**src/rtl/note_pkg.sv**
```systemverilog
// note_pkg: shared constants for the note sequencer slice.
// Holds the fixed state encoding, the song ROM word layout {last, half_period, duration}
// and the rest marker.
package note_pkg;

   localparam logic [3:0] STATE_IDLE  = 4'b0000;
   localparam logic [3:0] STATE_FETCH = 4'b1000;
   localparam logic [3:0] STATE_LOAD  = 4'b0100;
   localparam logic [3:0] STATE_PLAY  = 4'b0010;
   localparam logic [3:0] STATE_DONE  = 4'b0001;

   typedef enum logic [3:0] {
      ST_IDLE  = STATE_IDLE,
      ST_FETCH = STATE_FETCH,
      ST_LOAD  = STATE_LOAD,
      ST_PLAY  = STATE_PLAY,
      ST_DONE  = STATE_DONE
   } state_e;

   // Field offsets for the default widths (PERIOD_W=16, DUR_W=8).
   localparam int DEF_PERIOD_W = 16;
   localparam int DEF_DUR_W    = 8;
   localparam int DUR_LSB      = 0;
   localparam int PERIOD_LSB   = DUR_LSB + DEF_DUR_W;
   localparam int LAST_BIT     = PERIOD_LSB + DEF_PERIOD_W;

   // A half-period of zero marks a rest (silent note).
   localparam int REST = 0;

   // Offsets for arbitrary field widths; same layout as above.
   function automatic int period_lsb(input int dur_w);
      return DUR_LSB + dur_w;
   endfunction

   function automatic int last_bit(input int period_w, input int dur_w);
      return DUR_LSB + dur_w + period_w;
   endfunction

endpackage

```
**src/rtl/note_sequencer_if.sv**
```systemverilog
// note_sequencer_if: song ROM bus between the sequencer (master) and the ROM (slave).
// rom_data is valid one clock after rom_addr is presented.
interface note_sequencer_if #(
   parameter int ADDR_W = 5,
   parameter int DATA_W = 25
);
   logic [ADDR_W-1:0] rom_addr;
   logic [DATA_W-1:0] rom_data;

   modport master (output rom_addr, input rom_data);
   modport slave  (input rom_addr, output rom_data);
endinterface

```
**src/rtl/DFFRE_RTL.sv**
```systemverilog
// DFFRE_RTL: W-bit register with synchronous active-low reset and load enable.
module DFFRE_RTL #(
   parameter int W = 1
) (
   input  logic         clk,
   input  logic         rst,
   input  logic         en_i,
   input  logic [W-1:0] d_i,
   output logic [W-1:0] q_o
);

   // Load on enable, clear on reset, otherwise hold.
   always_ff @(posedge clk) begin
      if (!rst) begin
         q_o <= {W{1'b0}};
      end else if (en_i) begin
         q_o <= d_i;
      end else begin
         q_o <= q_o;
      end
   end

endmodule

```
**src/rtl/tick_counter.sv**
```systemverilog
// tick_counter: modulo-TICK_CYCLES counter with clear and a wrap pulse.
// wrap_o is high in the counting cycle where the count is TICK_CYCLES-1.
module tick_counter #(
   parameter int TICK_CYCLES = 100000
) (
   input  logic clk,
   input  logic rst,
   input  logic clr_i,
   input  logic en_i,
   output logic wrap_o
);

   localparam int              CNT_W    = (TICK_CYCLES > 1) ? $clog2(TICK_CYCLES) : 1;
   localparam logic [CNT_W-1:0] CNT_LAST = CNT_W'(TICK_CYCLES - 1);
   localparam logic [CNT_W-1:0] CNT_ONE  = CNT_W'(1);

   logic [CNT_W-1:0] cnt_q;
   logic [CNT_W-1:0] cnt_d;
   logic             load_s;
   logic             at_last_s;

   assign at_last_s = (cnt_q == CNT_LAST);
   assign wrap_o    = en_i && !clr_i && at_last_s;

   // Next count: clear dominates, otherwise advance and wrap to zero.
   always_comb begin
      cnt_d  = cnt_q;
      load_s = 1'b0;
      if (clr_i) begin
         cnt_d  = {CNT_W{1'b0}};
         load_s = 1'b1;
      end else if (en_i) begin
         load_s = 1'b1;
         cnt_d  = at_last_s ? {CNT_W{1'b0}} : (cnt_q + CNT_ONE);
      end else begin
         load_s = 1'b0;
      end
   end

   DFFRE_RTL #(.W(CNT_W)) u_cnt (
      .clk  (clk),
      .rst  (rst),
      .en_i (load_s),
      .d_i  (cnt_d),
      .q_o  (cnt_q)
   );

endmodule

```
**src/rtl/note_sequencer.sv**
```systemverilog
// note_sequencer: walks a song ROM of {last, half_period, duration} entries, presents
// each note's half-period to the note player and times its duration in ticks.
// Optional build macro NOTE_SEQUENCER_LOOP_EN: at the end of the song restart from
// address 0 (pulsing done) instead of returning to IDLE.
module note_sequencer
   import note_pkg::*;
#(
   parameter int ADDR_W      = 5,
   parameter int PERIOD_W    = 16,
   parameter int DUR_W       = 8,
   parameter int TICK_CYCLES = 100000
) (
   input  logic                clk,
   input  logic                rst,
   input  logic                play_i,
   input  logic                stop_i,
   note_sequencer_if.master    rom,
   output logic [PERIOD_W-1:0] half_period_o,
   output logic                note_en_o,
   output logic                note_start_o,
   output logic                busy_o,
   output logic                done_o,
   output logic [3:0]          state_o
);

   localparam int                 PER_LSB     = period_lsb(DUR_W);
   localparam int                 LST_BIT     = last_bit(PERIOD_W, DUR_W);
   localparam logic [ADDR_W-1:0]  PTR_MAX     = {ADDR_W{1'b1}};
   localparam logic [ADDR_W-1:0]  PTR_ONE     = ADDR_W'(1);
   localparam logic [DUR_W-1:0]   DUR_ONE     = DUR_W'(1);
   localparam logic [PERIOD_W-1:0] PERIOD_REST = PERIOD_W'(REST);

   state_e              state_q, state_d;
   logic [ADDR_W-1:0]   ptr_q, ptr_d;
   logic [PERIOD_W-1:0] period_q, period_d;
   logic [DUR_W-1:0]    dur_cnt_q, dur_cnt_d;
   logic                last_q, last_d;
   logic                start_q, start_d;

   logic                rom_last_s;
   logic [PERIOD_W-1:0] rom_period_s;
   logic [DUR_W-1:0]    rom_dur_s;
   logic                ld_end_s;
   logic                pl_end_s;
   logic                end_hit_s;
   logic                done_s;
   logic                tick_en_s;
   logic                tick_clr_s;
   logic                tick_wrap_s;
   logic [ADDR_W-1:0]   rom_addr_s;

   assign rom_last_s   = rom.rom_data[LST_BIT];
   assign rom_period_s = rom.rom_data[PER_LSB +: PERIOD_W];
   assign rom_dur_s    = rom.rom_data[DUR_LSB +: DUR_W];

   // The final ROM address always ends the song, even without its last bit.
   assign ld_end_s = rom_last_s || (ptr_q == PTR_MAX);
   assign pl_end_s = last_q || (ptr_q == PTR_MAX);

   tick_counter #(.TICK_CYCLES(TICK_CYCLES)) u_tick (
      .clk    (clk),
      .rst    (rst),
      .clr_i  (tick_clr_s),
      .en_i   (tick_en_s),
      .wrap_o (tick_wrap_s)
   );

   // Next-state, pointer/counter updates and the done pulse; stop overrides last.
   always_comb begin
      state_d    = state_q;
      ptr_d      = ptr_q;
      period_d   = period_q;
      dur_cnt_d  = dur_cnt_q;
      last_d     = last_q;
      done_s     = 1'b0;
      end_hit_s  = 1'b0;
      tick_en_s  = 1'b0;
      tick_clr_s = 1'b1;
      rom_addr_s = ptr_q;

      case (state_q)
         ST_IDLE: begin
            rom_addr_s = {ADDR_W{1'b0}};
            if (play_i && !stop_i) begin
               state_d = ST_FETCH;
               ptr_d   = {ADDR_W{1'b0}};
            end else begin
               state_d = ST_IDLE;
            end
         end
         ST_FETCH: begin
            state_d = ST_LOAD;
         end
         ST_LOAD: begin
            period_d  = rom_period_s;
            last_d    = rom_last_s;
            dur_cnt_d = rom_dur_s;
            if (rom_dur_s == {DUR_W{1'b0}}) begin
               // Zero-length entry: skip straight to the next fetch.
               if (ld_end_s) begin
                  end_hit_s = 1'b1;
               end else begin
                  ptr_d   = ptr_q + PTR_ONE;
                  state_d = ST_FETCH;
               end
            end else begin
               state_d = ST_PLAY;
            end
         end
         ST_PLAY: begin
            tick_en_s  = 1'b1;
            tick_clr_s = 1'b0;
            if (tick_wrap_s) begin
               dur_cnt_d = dur_cnt_q - DUR_ONE;
               if (dur_cnt_q == DUR_ONE) begin
                  if (pl_end_s) begin
                     end_hit_s = 1'b1;
                  end else begin
                     ptr_d   = ptr_q + PTR_ONE;
                     state_d = ST_FETCH;
                  end
               end else begin
                  state_d = ST_PLAY;
               end
            end else begin
               state_d = ST_PLAY;
            end
         end
         ST_DONE: begin
            done_s  = 1'b1;
            state_d = ST_IDLE;
         end
         default: begin
            state_d = ST_IDLE;
         end
      endcase

      if (end_hit_s) begin
`ifdef NOTE_SEQUENCER_LOOP_EN
         state_d = ST_FETCH;
         ptr_d   = {ADDR_W{1'b0}};
         done_s  = 1'b1;
`else
         state_d = ST_DONE;
`endif
      end else begin
         done_s = done_s;
      end

      if (stop_i && (state_q != ST_IDLE)) begin
         state_d    = ST_IDLE;
         ptr_d      = {ADDR_W{1'b0}};
         period_d   = {PERIOD_W{1'b0}};
         dur_cnt_d  = {DUR_W{1'b0}};
         last_d     = 1'b0;
         done_s     = 1'b0;
         tick_en_s  = 1'b0;
         tick_clr_s = 1'b1;
      end else begin
         tick_clr_s = tick_clr_s;
      end

      start_d = (state_d == ST_PLAY) && (state_q != ST_PLAY);
   end

   // State and datapath registers.
   always_ff @(posedge clk) begin
      if (!rst) begin
         state_q   <= ST_IDLE;
         ptr_q     <= {ADDR_W{1'b0}};
         period_q  <= {PERIOD_W{1'b0}};
         dur_cnt_q <= {DUR_W{1'b0}};
         last_q    <= 1'b0;
         start_q   <= 1'b0;
      end else begin
         state_q   <= state_d;
         ptr_q     <= ptr_d;
         period_q  <= period_d;
         dur_cnt_q <= dur_cnt_d;
         last_q    <= last_d;
         start_q   <= start_d;
      end
   end

   assign rom.rom_addr  = rom_addr_s;
   assign state_o       = state_q;
   assign busy_o        = (state_q != ST_IDLE);
   assign half_period_o = (state_q == ST_PLAY) ? period_q : {PERIOD_W{1'b0}};
   assign note_en_o     = (state_q == ST_PLAY) && (period_q != PERIOD_REST);
   assign note_start_o  = start_q;
   assign done_o        = done_s;

endmodule
```
**src/flat_wrapper.sv**
```systemverilog
// flat-port wrapper written by rule: the top's interface ports become plain ports
module note_sequencer_flat import note_pkg::*;
#(
   parameter int ADDR_W      = 5,
   parameter int PERIOD_W    = 16,
   parameter int DUR_W       = 8,
   parameter int TICK_CYCLES = 100000
)
  (clk, rst, play_i, stop_i, half_period_o, note_en_o, note_start_o, busy_o, done_o, state_o, rom_rom_addr, rom_rom_data);
  note_sequencer_if #(.ADDR_W(ADDR_W)) rom_i ();
  input  logic clk;
  input  logic rst;
  input  logic play_i;
  input  logic stop_i;
  output logic [PERIOD_W-1:0] half_period_o;
  output logic note_en_o;
  output logic note_start_o;
  output logic busy_o;
  output logic done_o;
  output logic [3:0] state_o;
  output wire logic [$bits(rom_i.rom_addr)-1:0] rom_rom_addr;
  input wire logic [$bits(rom_i.rom_data)-1:0] rom_rom_data;
  assign rom_rom_addr = rom_i.rom_addr;
  assign rom_i.rom_data = rom_rom_data;
  note_sequencer #(.ADDR_W(ADDR_W), .PERIOD_W(PERIOD_W), .DUR_W(DUR_W), .TICK_CYCLES(TICK_CYCLES)) u_core (.clk(clk), .rst(rst), .play_i(play_i), .stop_i(stop_i), .rom(rom_i), .half_period_o(half_period_o), .note_en_o(note_en_o), .note_start_o(note_start_o), .busy_o(busy_o), .done_o(done_o), .state_o(state_o));
endmodule
```
**config.mk**
```make
export PLATFORM = sky130hd
export DESIGN_NAME = note_sequencer_flat
export DESIGN_NICKNAME = d
export VERILOG_FILES = /design/src/rtl/note_pkg.sv /design/src/rtl/note_sequencer_if.sv /design/src/rtl/DFFRE_RTL.sv /design/src/rtl/tick_counter.sv /design/src/rtl/note_sequencer.sv /design/src/flat_wrapper.sv
export SDC_FILE = /design/constraint.sdc
export NUM_CORES = 1
export LEC_CHECK = 0
export CORE_MARGIN = 10
export CORE_UTILIZATION = 57
export DETAILED_ROUTE_END_ITERATION = 12
export HOLD_SLACK_MARGIN = 0.08
export PLACE_DENSITY = 0.95
export SLEW_MARGIN = 20
export SYNTH_ARGS = -nofsm -noshare
export SYNTH_HDL_FRONTEND = slang
export SYNTH_HIERARCHICAL = 1
export SYNTH_SLANG_ARGS = --single-unit
```
**constraint.sdc**
```tcl
create_clock -name clk -period 5.45 [get_ports clk]
set_clock_uncertainty 0.2 [all_clocks]
set_input_delay 1.635 -clock clk [delete_from_list [all_inputs] [get_ports clk]]
set_output_delay 1.635 -clock clk [all_outputs]
set_load 0.01 [all_outputs]
```
==> results of run 1 <==
==> cell families (layout without fill, tap and decap cells) <==
| group | count (synthesis) | after routing | synth area share, % |
|---|---|---|---|
| simple gates | 201 | 201 | 35.51 |
| compound gates | 60 | 60 | 12.93 |
| flops | 52 | 52 | 32.90 |
| buf+inv | 27 | 74 | 5.219 |
| mux | 23 | 23 | 7.276 |
| xor+xnor | 14 | 14 | 3.875 |
| fa+ha+maj | 6 | 6 | 2.293 |
==> synth_stat cells (8+ instances only) <==
| library cell | n | area (um2) |
|---|---|---|
| mux2i_1 | 23 | 230.2 |
| dfxtp_1 | 52 | 1041 |
| inv_1 | 8 | 30.03 |
| nor3_1 | 12 | 60.06 |
| xnor2_1 | 11 | 96.34 |
| nor2b_1 | 18 | 112.6 |
| nand3_1 | 9 | 45.04 |
| and2_1 | 25 | 156.4 |
| nand2_1 | 58 | 217.7 |
| a21oi_1 | 28 | 140.1 |
| nor4_1 | 12 | 75.07 |
| clkbuf_1 | 9 | 33.78 |
| nand4_1 | 8 | 50.05 |
| nor2_1 | 29 | 108.9 |
==> registers in the layout (all words and copies together) (netlist names) <==
signal	count
u_core/state_o	4
u_core/dur_cnt_q	8
u_core/period_q	16
u_core/note_start_o	1
u_core/ptr_q	5
u_core/last_q	1
u_core/u_tick/u_cnt/q_o	17
==> layer usage <==
metal	track usage [%]	wire length [um]	part of all wire [%]	up-vias
met4	5.486	110	1.4	0
met1	20.52	3325	42	1386
met3	7.375	833	10	13
met2	27.97	3697	46	109
li1	-	-	-	1439
met5	0	0	0	-
==> critical path, cell delays in order <==
cell and delay [ps]:
clkdlybuf4s50_1 510, nor3_1 260, and3b_1 200, clkdlybuf4s50_1 540
==> cell type report <==
cell class,instances,area [um2]
clock inverter,2,35.03
sequential,52,1041
timing repair buffer,58,578.1
fill,438,1634
clock buffer,6,72.57
multi-input combinational,304,1958
inverter,8,30.03
tap,72,90.09
==> per-stage QoR <==
| stage | instances | instance area (um2) | total power (W) |
|---|---|---|---|
| floorplan | 383 | 3164 | 0.0004427 |
| global placement | 494 | 3697 | 0.0004748 |
| detailed placement | 494 | 3697 | 0.0004767 |
| CTS | 502 | 3805 | 0.0007383 |
| global route | 502 | 3805 | 0.0007618 |
| finish | 502 | 3805 | 0.0007361 |
==> worst min path at each step <==
stage	start	slack (ps)	to
CTS	u_core/period_q[7]$_SDFFE_PP0P_	280	u_core/period_q[7]$_SDFFE_PP0P_
global placement	u_core/last_q$_SDFFE_PP0P_	250	u_core/last_q$_SDFFE_PP0P_
detailed placement	u_core/period_q[7]$_SDFFE_PP0P_	260	u_core/period_q[7]$_SDFFE_PP0P_
floorplan	u_core/last_q$_SDFFE_PP0P_	240	u_core/last_q$_SDFFE_PP0P_
finish	u_core/period_q[10]$_SDFFE_PP0P_	280	u_core/period_q[10]$_SDFFE_PP0P_
global route	u_core/period_q[7]$_SDFFE_PP0P_	300	u_core/period_q[7]$_SDFFE_PP0P_
==> report_power, final <==
group / switching, W / internal (W) / leakage, nW
Sequential: 0.00000691 / 0.000384 / 0.419
Combinational: 0.0000387 / 0.0000396 / 0.821
Clock: 0.000130 / 0.000136 / 0.0552
Total: 0.000176 / 0.000560 / 1.30
==> impl_metrics.yaml, run 1 <==
outcome:
  status: "completed"
cts:
  cts_resized: 0
  cts_root_buf: "clkbuf_8"
  post_cts_buffers: 0
  cts_buffers: 5
  clk_pin_slew_ps: 90
  clock_sinks: 52
  clock_latency_ps: 310
  htreeDepth: 2
  clockBufferDepth: 2
  cts_tree: "yes"
  hold_buffers: 0
synthesis:
  synth_seq_area_share_pct: 32.90
  yosys_most_used_dff: "dfxtp_1"
  postSynthAreaPerCell_um2: 8.262
  synth_fp_nets: 417
  synth.cell_area_mm2: 0.003164
  ys_ff_latch: 52
  async_flop_share_pct: 0
  yosysWarningCount: 6
  netlist_instances: 383
  synth_cell_types: 58
  synth_edf_count: 0
sta:
  finalSetupViolations: 0
  final.period_utilization_pct: 91.35
  hold_ws_ps: 276.1
  setup_slack_ps: 471.7
  timing.final.max_slew_violations: 0
  grt_setup_unrepaired: "no"
  slew_headroom_pct: 36.93
  fin_crit_ps: 4978
  fmax_mhz: 200.9
  tightest_slew_ps: 942.0
  hold_viol_final: 0
  timing.setup.tns_ps: 0
setup_path:
  crit_path_max_fanout: 6
  cp-startpoint: "stop_i"
  setup.worst_path.start_class: "primary input"
  r2r-start: "u_core/state_o[1]$_SDFF_PN0_"
  critical_path_class: "primary input to primary output"
  worstPathRequired_ps: 3620
  r2r-end: "u_core/dur_cnt_q[7]$_SDFFE_PP0P_"
  critical_path.endpoint_type: "primary output"
  reg2reg_depth: 9
  cp.arrival_ps: 3140
  endpoint: "done_o"
  r2r_setup_slack_ps: 1210
routing:
  first_pass_iters: 5
  vias_per_cell: 5.871
  final_antenna_net_count: 0
  routed_wl_um: 7967
  route.detailed.drc: 0
  wl_per_cell_um: 15.87
  drt_iter0_drc: 188
  dr_total_vias: 2947
final_layout:
  drive_above_1_share_pct: 5.116
  layout_common_cells: "nand2_1 (58), clkdlybuf4s50_1 (57), dfxtp_1 (52)"
  final_nets: 463
  area_growth_pct: 20.25
  mostFrequentLayoutCell: "nand2_1"
  diodes: 0
  fin_util_pct: 69.96
global_route:
  grt_usage_pct: 17.38
  antenna_found_initial: 0
  grt_remaining_overflow: 0
  grt_pass1_wl_um: 12730
  grt_max_degree: 24
  grt_pass1_vias: 2773
die:
  die_h_um: 94.51
  core_area_mm2: 0.005439
  die_area_mm2: 0.008931
  die_width_um: 94.51
  boundaryPins: 58
  rows: 27
  start_util_pct: 58.18
placement:
  hpwl_um: 5686
  io_buffers: 57
  gp_congestion: 0.9269
  place_ws_ps: 477.2
flow_run:
  maxCapViolations: 0
power_and_ir_drop:
  ir_worst_vdd_mv: 0.1145
  leakagePower_nw: 1.296
  power_density_mw_per_mm2: 193.5
worst_hold_path:
  hold_depth: 2
  hold_class: "flip-flop to flip-flop"
Power figures use the tool's default switching activity.
==> inputs of run 2 (changes only) <==
Settings changed: CELL_PAD_IN_SITES_DETAIL_PLACEMENT set to 1, CELL_PAD_IN_SITES_GLOBAL_PLACEMENT set to 1, CORE_UTILIZATION 57 to 42, PLACE_DENSITY 0.95 to 0.94.
==> run 2 against run 1 <==
Against the previous run: worst setup slack got worse by 78 ps; final cell count is 5.4% higher; combinational power increased by 2%; critical endpoint unchanged; largest cell class unchanged.
==> impl_metrics.yaml, run 2 (synthesized netlist as in run 1, its figures left out) <==
final_layout:
  fillCellCount: 925
  final_nets: 463
  reg.largest.list: "u_core/u_tick/u_cnt/q_o x17, u_core/period_q x16, u_core/dur_cnt_q x8"
  diodes: 0
  layout_common_cells: "nand2_1 (58), clkdlybuf4s50_1 (57), dfxtp_1 (52)"
  drive_above_1_share_pct: 4.884
  largest-register: "u_core/u_tick/u_cnt/q_o"
  largest_reg_flops: 17
  regArea_mm2: 0.001041
  multi_input_area_mm2: 0.001958
  mostFrequentLayoutCell: "nand2_1"
  fin_util_pct: 52.40
  area_growth_pct: 20.76
power_and_ir_drop:
  ir_worst_vdd_mv: 0.08113
  total_power_w: 0.0006995
  leakagePower_nw: 1.286
  power_density_mw_per_mm2: 183.1
global_route:
  grt_max_degree: 24
  grt_pass1_wl_um: 15170
  grt_usage_pct: 15.91
  antenna_found_initial: 0
  grt_remaining_overflow: 0
  grt_pass1_vias: 3163
routing:
  dr_total_vias: 2937
  route.detailed.drc: 0
  wl_met2_um: 4306
  drt_iter0_drc: 148
  vias_per_cell: 5.552
  routed_wl_um: 9037
  final_antenna_net_count: 0
  highest_layer: "met4"
  first_pass_iters: 6
  wl_per_cell_um: 17.08
  met3_length_um: 570
  wl_met1_um: 4016
setup_path:
  cp.arrival_ps: 3220
  critical_path.endpoint_type: "primary output"
  critical_path_class: "primary input to primary output"
  crit_path_max_fanout: 6
  worstPathRequired_ps: 3620
  reg2reg_depth: 9
  cp-startpoint: "stop_i"
  setup.worst_path.start_class: "primary input"
  r2r-start: "u_core/state_o[1]$_SDFF_PN0_"
die:
  boundaryPins: 58
  die_area_mm2: 0.01141
  die_width_um: 106.8
  start_util_pct: 43.39
  core_area_mm2: 0.007292
  die_h_um: 106.8
  rows: 31
sta:
  finalSetupViolations: 0
  hold_viol_final: 0
  slew_headroom_pct: 27.24
  fmax_mhz: 197.8
  fin_crit_ps: 5056
  timing.final.max_slew_violations: 0
  final.period_utilization_pct: 92.78
  timing.setup.tns_ps: 0
  grt_setup_unrepaired: "no"
  tightest_slew_ps: 1087
placement:
  io_buffers: 57
  gp_congestion: 0.8253
  hpwl_um: 6622
cts:
  cts_resized: 0
  cts_buffers: 5
  cts_tree: "yes"
  clk_pin_slew_ps: 90
  clockBufferDepth: 2
  clock_sinks: 52
  htreeDepth: 2
  clock_latency_ps: 300
  hold_buffers: 0
  post_cts_buffers: 0
  cts_root_buf: "clkbuf_8"
worst_hold_path:
  hold_class: "flip-flop to flip-flop"
  min-delay-start: "u_core/period_q[11]$_SDFFE_PP0P_"
  hold_depth: 2
flow_run:
  maxCapViolations: 0
outcome:
  status: "completed"
-- run 2: routing by layer --
metal / global-route usage [%] / up-vias
li1: - / 1436
met1: 18.42 / 1420
met2: 26.91 / 68
met3: 5.090 / 13
met4: 5.706 / 0
met5: 0 / -
-- run 2: area by class of cell --
cell class / count / area share [%]
clock buffer: 8 / 2.358
multi-input combinational: 304 / 51.24
timing repair buffer: 58 / 15.13
tap: 99 / 3.242
sequential: 52 / 27.24
inverter: 8 / 0.7859
-- run 2: worst max-delay path: stages --
cell	delay [ps]
clkdlybuf4s50_1	540
nor3_1	300
and3b_1	210
clkdlybuf4s50_1	540
-- run 2: worst paths after layout --
check	endpoint	slack [ps]
min	u_core/period_q[11]$_SDFFE_PP0P_	280
max reg2reg	u_core/dur_cnt_q[7]$_SDFFE_PP0P_	1100
max	done_o	390
min reg2reg	u_core/period_q[11]$_SDFFE_PP0P_	280
-- run 2: power breakdown --
group          internal [W]   total, W  switching [W]
Sequential         0.000384   0.000391     0.00000706
Clock              0.000104   0.000229       0.000125
Combinational     0.0000396  0.0000795      0.0000399
-- run 2: through the flow --
step	setup WS, ps	instance area (um2)	cells	hold WS [ps]
3_3_place_gp	502.4	3731	521	247.1
5_1_grt	308.3	3821	529	295.2
6_report	393.8	3821	529	275.1
3_5_place_dp	390.0	3731	521	255.4
4_1_cts	385.7	3821	529	279.4
2_1_floorplan	1396	3164	383	236.7
==> inputs of run 3 (changes only) <==
Settings changed: PLACE_DENSITY 0.94 to 0.89.
==> run 3 against run 2 <==
Against the previous run: worst setup slack improved by 15 ps; flip-flop and latch count did not move; count of clock-buffer cells in the layout stayed put; global-route usage rose by 0.34 points; critical path depth stayed put; die area unchanged; first-iteration DRC count decreased by 41%; total power is 0.20% higher; routed wire length up 2.3%; via count rose by 1.4%; combinational power is 2% higher; fmax up 0.30%; critical endpoint unchanged.
==> impl_metrics.yaml, run 3 (synthesized netlist as in run 1, its figures left out) <==
setup_path:
  worstPathRequired_ps: 3620
  setup.worst_path.start_class: "primary input"
  critical_path.endpoint_type: "primary output"
  path_common_cell: "clkdlybuf4s50_1"
  r2r_setup_slack_ps: 1310
  cpMaxStageDelayCell: "clkdlybuf4s50_1"
  crit_path_max_fanout: 6
  cp_cell_sequence: "clkdlybuf4s50_1 > nor3_1 > and3b_1 > clkdlybuf4s50_1"
  cp.buffers_inverters: 2
  r2r-end: "u_core/dur_cnt_q[7]$_SDFFE_PP0P_"
  critical_path_class: "primary input to primary output"
  cp.arrival_ps: 3210
  r2r-start: "u_core/state_o[1]$_SDFF_PN0_"
  path_delay_family: "buffers and inverters"
  reg2reg_depth: 10
  cp_slowest_stage_delay_ps: 530
global_route:
  grt_max_degree: 24
  grt_usage_pct: 16.25
  grt_remaining_overflow: 0
  grt_pass1_vias: 3200
  grt_pass1_wl_um: 15360
  antenna_found_initial: 0
flow_run:
  maxCapViolations: 0
cts:
  clockBufferDepth: 2
  hold_buffers: 0
  cts_buffers: 5
  cts_resized: 0
  clock_sinks: 52
  clock_latency_ps: 300
  post_cts_buffers: 0
  cts_tree: "yes"
  clk_pin_slew_ps: 90
  cts_root_buf: "clkbuf_8"
  htreeDepth: 2
final_layout:
  diodes: 0
  layout_common_cells: "nand2_1 (58), clkdlybuf4s50_1 (57), dfxtp_1 (52)"
  largest_reg_flops: 17
  final_nets: 465
  design_area_mm2: 0.003836
  largest-register: "u_core/u_tick/u_cnt/q_o"
  mostFrequentLayoutCell: "nand2_1"
  fillCellCount: 922
  reg.largest.list: "u_core/u_tick/u_cnt/q_o x17, u_core/period_q x16, u_core/dur_cnt_q x8"
  area_growth_pct: 21.23
  drive_above_1_share_pct: 5.324
die:
  die_h_um: 106.8
  die_area_mm2: 0.01141
  boundaryPins: 58
  die_width_um: 106.8
  core_area_mm2: 0.007292
  start_util_pct: 43.39
  rows: 31
sta:
  final.period_utilization_pct: 92.49
  finalSetupViolations: 0
  slew_headroom_pct: 30.30
  timing.setup.tns_ps: 0
  timing.final.max_slew_violations: 0
  grt_setup_unrepaired: "no"
  tightest_slew_ps: 1041
  fin_crit_ps: 5041
  fmax_mhz: 198.4
  hold_viol_final: 0
placement:
  gp_congestion: 0.8274
  post_dp_cell_area_mm2: 0.003746
  hpwl_um: 6875
  io_buffers: 57
routing:
  final_antenna_net_count: 0
  vias_per_cell: 5.608
  routed_wl_um: 9243
  route.detailed.drc: 0
  first_pass_iters: 4
  dr_total_vias: 2978
  wl_per_cell_um: 17.41
  drt_iter0_drc: 87
power_and_ir_drop:
  power_density_mw_per_mm2: 182.7
  ir_worst_vdd_mv: 0.09785
  leakagePower_nw: 1.297
  total_power_w: 0.0007009
worst_hold_path:
  min-delay-start: "u_core/period_q[11]$_SDFFE_PP0P_"
  hold_class: "flip-flop to flip-flop"
  whs_endpoint: "u_core/period_q[11]$_SDFFE_PP0P_"
  hold_depth: 2
outcome:
  status: "completed"
run 3: tightest hold or removal path: stages (launching register included):
cell and delay [ps]:
dfxtp_1 330, nand2_1 60, a21oi_1 50
run 3: area by class of cell:
type                            instances  area [um2]  share of cell area [%]
Multi-Input combinational cell        304        1958                   51.04
Sequential cell                        52        1041                   27.14
Timing Repair Buffer                   60       593.1                   15.46
Tap cell                               99       123.9                   3.229
Clock buffer                            8       90.09                   2.348
Inverter                                8       30.03                  0.7828
run 3: how the worst max path moves through the flow:
stage	startpoint	endpoint	slack [ps]	depth (start not counted)
CTS	stop_i	done_o	400	4
global placement	stop_i	done_o	460	4
finish	stop_i	done_o	410	4
global route	stop_i	done_o	290	4
floorplan	stop_i	u_core/dur_cnt_q[7]$_SDFFE_PP0P_	1400	9
detailed placement	stop_i	done_o	400	4
run 3: per-stage QoR:
stage / std cells / hold WS, ps / worst slack [ps] / util [%]
final: 531 / 278.4 / 409.0 / 52.61
after global routing: 531 / 299.6 / 291.9 / 52.61
after CTS: 531 / 280.9 / 396.2 / 52.61
after detailed placement: 523 / 266.8 / 399.2 / 51.37
after global placement: 523 / 244.3 / 458.0 / 51.37
after floorplan: 383 / 236.7 / 1396 / -
run 3: where the power goes:
part           internal, W  switching (W)  total (W)
combinational    0.0000402      0.0000408  0.0000810
clock             0.000104       0.000125   0.000228
sequential        0.000384     0.00000708   0.000391
total             0.000528       0.000172   0.000701
run 3: metal layers:
layer	global-route usage, %	vias up	wire length [um]
met5	0	-	0
met4	5.899	0	141
met3	6.228	10	687
met2	27.39	65	4426
met1	18.27	1456	3987
li1	-	1447	-
==> RTL change (settings of run 3) <==
The output `note_start_o` loses its register stage (`start_q` becomes a continuous assignment).
--- a/src/rtl/note_sequencer.sv
+++ b/src/rtl/note_sequencer.sv
@@ -171,16 +171,16 @@
          period_q  <= {PERIOD_W{1'b0}};
          dur_cnt_q <= {DUR_W{1'b0}};
          last_q    <= 1'b0;
-         start_q   <= 1'b0;
       end else begin
          state_q   <= state_d;
          ptr_q     <= ptr_d;
          period_q  <= period_d;
          dur_cnt_q <= dur_cnt_d;
          last_q    <= last_d;
-         start_q   <= start_d;
       end
    end
+
+   assign start_q = start_d;
 
    assign rom.rom_addr  = rom_addr_s;
    assign state_o       = state_q;
Behaviour: not the same (a bounded check fails within 4 cycles, from zero or initial values and one cycle with rst low).
==> RTL change against run 3 <==
- combinational power is 5.1% lower
- power is 0.25% lower
- clock power is 5% higher
- global-route usage is 0.53 points higher
- final area is 3.1% lower
- setup slack worse by 0.25 ns
- sequential cell count is 1 lower
- area after synthesis is 4.7% lower
- count of clock-buffer cells in the layout is 2 lower
- worst hold slack worse by 0.0060 ns
- cell count is 0.94% lower
- sequential power is 2% lower
- non-clock buffer count is 2 higher
- routed wire length is 2.6% higher
==> RTL change: results <==
synth:
  yosysSeqAreaShare: 0.3384
  async_reset_ff_frac: 0
  ys_types: 55
  synth_area_leaders: "dfxtp_1, nand2_1, mux2i_1"
  syn_inst: 382
  synth_nets: 416
  synth_common_cells: "nand2_1, dfxtp_1, nor2_1, a21oi_1, and2_1"
clocking:
  htree_levels: 2
  numCtsBuffers: 5
  clkLatencyLatePin_ns: 0.31
  post_cts_buffers: 0
  cts_max_path_buffers: 2
  clkSlewWorstSetupHoldPaths_ns: 0.10
global_route:
  grt_first_pass_wirelength_mm: 15.48
  track_usage: 0.1678
  grt_max_degree: 31
  antenna_found_initial: 0
  grt_pass1_vias: 3137
setup_path:
  critPathMaxFanout: 3
  cp.arrival_ns: 3.46
  cpPeakStageDelay_ns: 0.61
  critPathSlowestCell: "or4_1"
timing:
  worst_pin_slew_ns: 0.9665
drt:
  wl_mm: 9.481
  drtPass1Iterations: 4
  drtIter0Drc: 53
  drcViolationCount: 0
  vias: 2925
hold_path:
  hp-class: "flop to flop"
placement:
  gp_congestion: 0.7653
  place_area_mm2: 0.003618
  post-place-cells: 518
  dp_hpwl_mm: 6.797
  port_buffers: 57
outcome:
  status: "complete, no violations"
power:
  ir_worst_vdd_mv: 0.1429
  cellInternalPower_uw: 519.1
  p_leak_nw: 1.275
finish:
  largestRegisters: "u_core/u_tick/u_cnt/q_o x17, u_core/period_q x16, u_core/dur_cnt_q x8"
  fin_nets: 463
  diodes: 0
  layout-drive-gt1-share: 0.05116
  stdcell_count: 526
==> RTL change: logic make-up (layout without fill, tap and decap cells) <==
logic type	count (synthesis)	count (layout)	synth area share
AND/OR/NAND/NOR	201	201	0.3575
AO/OA/AOI/OAI	63	63	0.1286
flip-flops	51	51	0.3384
buffers and inverters	30	78	0.05392
multiplexers	18	18	0.05973
XOR/XNOR	13	13	0.03774
adder cells (fa/ha/maj)	6	6	0.02406
==> RTL change: area by class of cell <==
cell class              count  area (µm²)
fillers                   842        3152
repair buffers             62       608.1
flip-flops and latches     51        1021
multi-input cells         301        1839
well taps                  96       120.1
clock buffers               6       82.58
clock inverters             2       16.27
inverters                   8       30.03
==> RTL change: path summary, 6_finish.rpt <==
path / to / start / depth (start not counted) / slack [ns]
worst min-delay path: u_core/period_q[3]$_SDFFE_PP0P_ / u_core/period_q[3]$_SDFFE_PP0P_ / 2 / 0.27
worst max register to register: u_core/ptr_q[2]$_SDFFE_PP0P_ / u_core/state_o[1]$_SDFF_PN0_ / 11 / 1.45
worst max-delay path: note_start_o / rom_rom_data[2] / 5 / 0.16
worst min register to register: u_core/period_q[3]$_SDFFE_PP0P_ / u_core/period_q[3]$_SDFFE_PP0P_ / 2 / 0.27
==> RTL change: tightest hold or removal path, delay by kind of cell, from the launching register on <==
family          cells  cell delay (ns)
compound gates      1             0.05
simple gates        1             0.05
flops               1             0.33
==> RTL change: power by group through the flow <==
stage          logic [mW]  clock network (mW)  registers [mW]
3_3_place_gp       0.0738                   0           0.391
6_report           0.0769               0.239           0.383
5_1_grt            0.0840               0.254           0.384
3_5_place_dp       0.0767                   0           0.392
4_1_cts            0.0772               0.242           0.383
2_1_floorplan      0.0395                   0           0.389
==> RTL change: per-stage QoR <==
stage	worst slack (ns)	hold slack [ns]	util
finish	0.1570	0.2724	0.5412
global route	0.08540	0.2992	0.5412
CTS	0.1429	0.2741	0.5412
detailed placement	0.1481	0.2601	0.5268
global placement	0.1738	0.2535	0.5268
floorplan	1.177	0.2444	-
==> RTL change: metal layers <==
layer | vias up | global-route usage | share of wire | routed length, µm
met4 | 0 | 0.06373 | 0.025 | 238
met3 | 16 | 0.03808 | 0.035 | 330
met5 | - | 0 | 0 | 0
li1 | 1428 | - | - | -
met1 | 1433 | 0.1751 | 0.40 | 3817
met2 | 48 | 0.3167 | 0.54 | 5094
